--- src/rtl/fifo_push_arbiter.sv ---
// Round-robin burst arbiter that shares one FIFO push port among NUM_REQ producers.
// Each owner pushes up to MAX_BURST beats, honouring fifo_full, before ownership rotates.
module fifo_push_arbiter #(
    parameter int NUM_REQ    = 4,
    parameter int DATA_WIDTH = 32,
    parameter int MAX_BURST  = 4,
    parameter int ID_W       = $clog2(NUM_REQ)
) (
    input  logic                          clk,
    input  logic                          rstn,
    input  logic [NUM_REQ-1:0]            req,
    input  logic [NUM_REQ*DATA_WIDTH-1:0] req_data,
    output logic [NUM_REQ-1:0]            gnt,
    input  logic                          fifo_full,
    output logic                          fifo_push,
    output logic [DATA_WIDTH-1:0]         fifo_in_data,
    output logic                          busy,
    output logic [ID_W-1:0]               owner,
    output logic [15:0]                   beat_total
);

    localparam int               CNT_W     = $clog2(MAX_BURST + 1);
    localparam logic [CNT_W-1:0] LAST_BEAT = CNT_W'(MAX_BURST - 1);

    typedef enum logic {
        IDLE,
        OWN
    } state_t;

    state_t                  state, state_n;
    logic [ID_W-1:0]         owner_n;
    logic [ID_W-1:0]         winner;
    logic [ID_W-1:0]         idx;
    logic                    winner_found;
    logic [CNT_W-1:0]        beat_cnt, beat_cnt_n;
    logic [15:0]             beat_total_n;
    logic                    accept;
    logic [DATA_WIDTH-1:0]   slice [NUM_REQ];

    always_comb begin
        for (int unsigned i = 0; i < NUM_REQ; i++) begin
            slice[i] = req_data[i*DATA_WIDTH +: DATA_WIDTH];
        end
    end

    // Search starts one past the last owner, so owner doubles as the round-robin pointer.
    always_comb begin
        winner       = owner;
        winner_found = 1'b0;
        idx          = '0;
        for (int unsigned k = 1; k <= NUM_REQ; k++) begin
            idx = ID_W'((32'(owner) + k) % NUM_REQ);
            if (!winner_found && req[idx]) begin
                winner       = idx;
                winner_found = 1'b1;
            end
        end
    end

    always_comb begin
        state_n      = state;
        owner_n      = owner;
        beat_cnt_n   = beat_cnt;
        beat_total_n = beat_total;
        gnt          = '0;
        fifo_in_data = '0;
        accept       = 1'b0;
        case (state)
            IDLE: begin
                if (winner_found) begin
                    state_n    = OWN;
                    owner_n    = winner;
                    beat_cnt_n = '0;
                end
            end
            OWN: begin
                fifo_in_data = slice[owner];
                accept       = req[owner] & ~fifo_full;
                gnt[owner]   = accept;
                if (accept) begin
                    beat_cnt_n   = beat_cnt + CNT_W'(1);
                    beat_total_n = beat_total + 16'd1;
                    if (beat_cnt == LAST_BEAT) begin
                        state_n = IDLE;
                    end
                end else if (!req[owner]) begin
                    state_n = IDLE;
                end
            end
            default: state_n = IDLE;
        endcase
    end

    assign fifo_push = |gnt;
    assign busy      = (state == OWN);

    always_ff @(posedge clk or negedge rstn) begin
        if (!rstn) begin
            state      <= IDLE;
            owner      <= ID_W'(NUM_REQ - 1);
            beat_cnt   <= '0;
            beat_total <= '0;
        end else begin
            state      <= state_n;
            owner      <= owner_n;
            beat_cnt   <= beat_cnt_n;
            beat_total <= beat_total_n;
        end
    end

endmodule

--- config.mk ---
export PLATFORM = sky130hd
export DESIGN_NAME = fifo_push_arbiter
export DESIGN_NICKNAME = d
export VERILOG_FILES = /design/src/rtl/fifo_push_arbiter.sv
export SDC_FILE = /design/constraint.sdc
export NUM_CORES = 1
export LEC_CHECK = 0
export ABC_AREA = 1
export BUFFER_PORTS_ARGS = -buffer_cell sky130_fd_sc_hd__buf_2
export CAP_MARGIN = 15
export CORE_ASPECT_RATIO = 0.75
export CORE_MARGIN = 4
export CORE_UTILIZATION = 40
export DETAILED_ROUTE_END_ITERATION = 10
export GPL_TIMING_DRIVEN = 0
export PLACE_DENSITY = 0.76
export RECOVER_POWER = 100
export SETUP_SLACK_MARGIN = 0.5
export SYNTH_ARGS = -nofsm -noshare
export SYNTH_HDL_FRONTEND = slang
export SYNTH_SLANG_ARGS = --single-unit
--- constraint.sdc ---
create_clock -name clk -period 4.38 [get_ports clk]
set_input_delay 0.219 -clock clk [delete_from_list [all_inputs] [get_ports clk]]
set_output_delay 0.219 -clock clk [all_outputs]
set_load 0.01 [all_outputs]
==> reports/metrics.csv <==
metric,value,unit
post_synth_and_or_nand_nor_area_fraction,41.2,%
wl_per_cell,14.6,microns
setup_viol,0,
post_cts_resized,0,
final.min_clock_period,3.27,ns
die_w,101,microns
vias_per_cell,5.16,
synth_top_family_by_area,simple AND/OR/NAND/NOR gates,
cp.arrival,3.05,ns
stdcell_count,733,
crit-reg2reg-capture,beat_cnt[1]$_DFFE_PN0P_,
ys_ff_latch,22,
clock_skew,0.00798,ns
final_util,57.1,%
grt_antenna_before_repair,0,
setup.worst_path.end,gnt[1],
area_growth,38.0,%
crit_path_frequent_cell,clkbuf_1,
diodes,0,
fin_ws,1.11,ns
reg2reg_depth,12,
grt_max_degree,23,
fmax,306,MHz
mostFrequentLayoutCells,"buf_2 (145), nor2_1 (144), nand2_1 (70)",
place.port_buffers,190,
cts_tree,done,
status,"finished, final reports clean",
die_y,78.0,microns
hpwlAfterDp,8740,microns
ir_drop,296,uV
syn-mean-instance-area,5.72,sq um
synth_cell_type_count,31,
path_cells,"clkbuf_1, clkinvlp_2, nand2_1, nand3_1, nand4_1, clkbuf_1, nor2_1, clkbuf_1",
vias,3781,
power,2.16,mW
dp_cells,728,
drive_above_1_share,25.0,%
hold_viol,0,
cts_buffers,3,
drcViolationCount,0,
cts_setup_buffers,0,
cts_root_buffer,clkbuf_8,
drv_cap,0,
period_share,74.6,%
yosys-mux-area-fraction,0,%
drtIter0Drc,248,
hold_depth,4,
synth.cell_area,0.00262,sq mm
cts.sinks,22,
worstPathMaxFanout,10,
rsz0062_at_grt,false,
clkTransAtPathRegs,0.08,ns
cp_slowest_stage_delay,0.64,ns
gp_congestion,0.935,
synth_xor_area_share,3.68,%
dp_slack,1.97,ns
finalMaxSlewViolations,0,
crit_path_top_delay_cell,dfstp_1,
regToRegStartpoint,owner[0]$_DFFE_PN1P_,
design_area,0.00361,sq mm
power_density,598,mW/mm^2
rows,25,
grt_pass1_wl,16900,microns
start_kind,flip-flop,
reg2reg_setup_slack,1.13,ns
clock_path_buffers,2,
dr.pass1.iters,4,
synth_compound_area_share,20.1,%
syn_nets,599,
io_pins,191,
finalNetCount,795,
hold_path.class,in -> reg,
synth_warnings,0,
route.final.wire_length,10700,microns
worst-setup-path-type,reg -> out,
antenna_left,0,
worst-endpoint-required,4.16,ns
hold_slack,0.287,ns
worstMarginPinSlew,1.23,ns
tns,0,ns
ctsHoldBuffers,1,
final_common_cell,buf_2,
start_util,41.4,%
grt_usage,26.1,%
die_area,0.00791,sq mm
crit_start,owner[0]$_DFFE_PN1P_,
grt_pass1_vias,3505,
place_area,0.00367,sq mm
relSlewSlack,18.2,%
clkLatencyLatePin,0.27,ns
htree_levels,1,
netlist_instances,457,
grt_overflow,0,
fp.coreArea,0.00632,sq mm
crit_path_end_kind,primary output,
synth_adder_area_share,3.35,%
seq_area_frac_synth,21.1,%
leakagePower,1.85,nW
==> synthesized netlist by cell type <==
cell,n,area [sq um]
buf_4,4,30.0
nor3_1,3,15.0
nand2_1,68,255
dfrtp_1,20,500
clkinv_1,1,3.75
buf_2,7,35.0
clkbuf_1,8,30.0
inv_6,1,8.76
o21ai_1,5,25.0
o21ai_0,64,320
nand3_2,2,20.0
dfstp_2,2,52.6
xor2_1,8,70.1
nand4_1,10,62.6
inv_2,1,3.75
nor2_2,1,6.26
nor3_2,1,10.0
nand2_2,5,31.3
a41oi_2,1,16.3
nand4_4,1,21.3
ha_1,7,87.6
buf_1,5,18.8
nand4_2,1,12.5
xnor2_1,3,26.3
inv_4,1,6.26
nand2_4,1,11.3
nand3_1,19,95.1
nor2_1,143,537
a21oi_1,33,165
buf_6,3,33.8
inv_1,28,105
==> report_power, final <==
| part | internal, mW | switching [mW] | leakage (nW) |
|---|---|---|---|
| Clock | 0.0802 | 0.0675 | 0.0288 |
| Sequential | 0.267 | 0.0702 | 0.278 |
| Combinational | 0.565 | 1.11 | 1.55 |
==> flip-flops by register name, summed over array words and instances, names as in the netlist <==
register    flops
beat_total     16
beat_cnt        3
busy            1
owner           2
==> worst max-delay path: cells and delay by family, from the launching register on <==
kind	cells	cell delay (ns)
buffers and inverters	4	1.38
and+or+nand+nor	4	0.75
DFF	1	0.64
==> how the worst min path moves through the flow <==
| stage | slack [ns] | start | to |
|---|---|---|---|
| 2_1_floorplan | -0.08 | rstn | beat_cnt[0]$_DFFE_PN0P_ |
| 4_1_cts | 0.32 | fifo_full | beat_cnt[0]$_DFFE_PN0P_ |
| 5_1_grt | 0.32 | fifo_full | beat_cnt[0]$_DFFE_PN0P_ |
| 6_report | 0.29 | fifo_full | beat_cnt[0]$_DFFE_PN0P_ |
| 3_5_place_dp | 0.22 | rstn | beat_total[2]$_DFFE_PN0P_ |
| 3_3_place_gp | 0.21 | rstn | beat_total[15]$_DFFE_PN0P_ |
==> logic make-up after synthesis <==
family	after synthesis
buffers and inverters	59
xor gates and xnor gates	11
adders and majority gates	7
DFF	22
AOI/OAI and AO/OA	103
and+or+nand+nor	255
==> layout make-up <==
type | instances | area, sq um
Multi-Input combinational cell | 376 | 1760
Buffer | 27 | 121
Clock buffer | 4 | 55.1
Inverter | 32 | 123
Fill cell | 678 | 2710
Tap cell | 81 | 101
Sequential cell | 22 | 553
Timing Repair Buffer | 191 | 896
==> metal layers <==
layer | global-route usage (%) | routed length, microns | part of all wire [%]
met3 | 4.17 | 1000 | 9.4
met2 | 41.9 | 4820 | 45
met1 | 36.6 | 4580 | 43
met5 | 0 | 0 | 0
met4 | 6.64 | 277 | 2.6
Power figures use the tool's default switching activity.
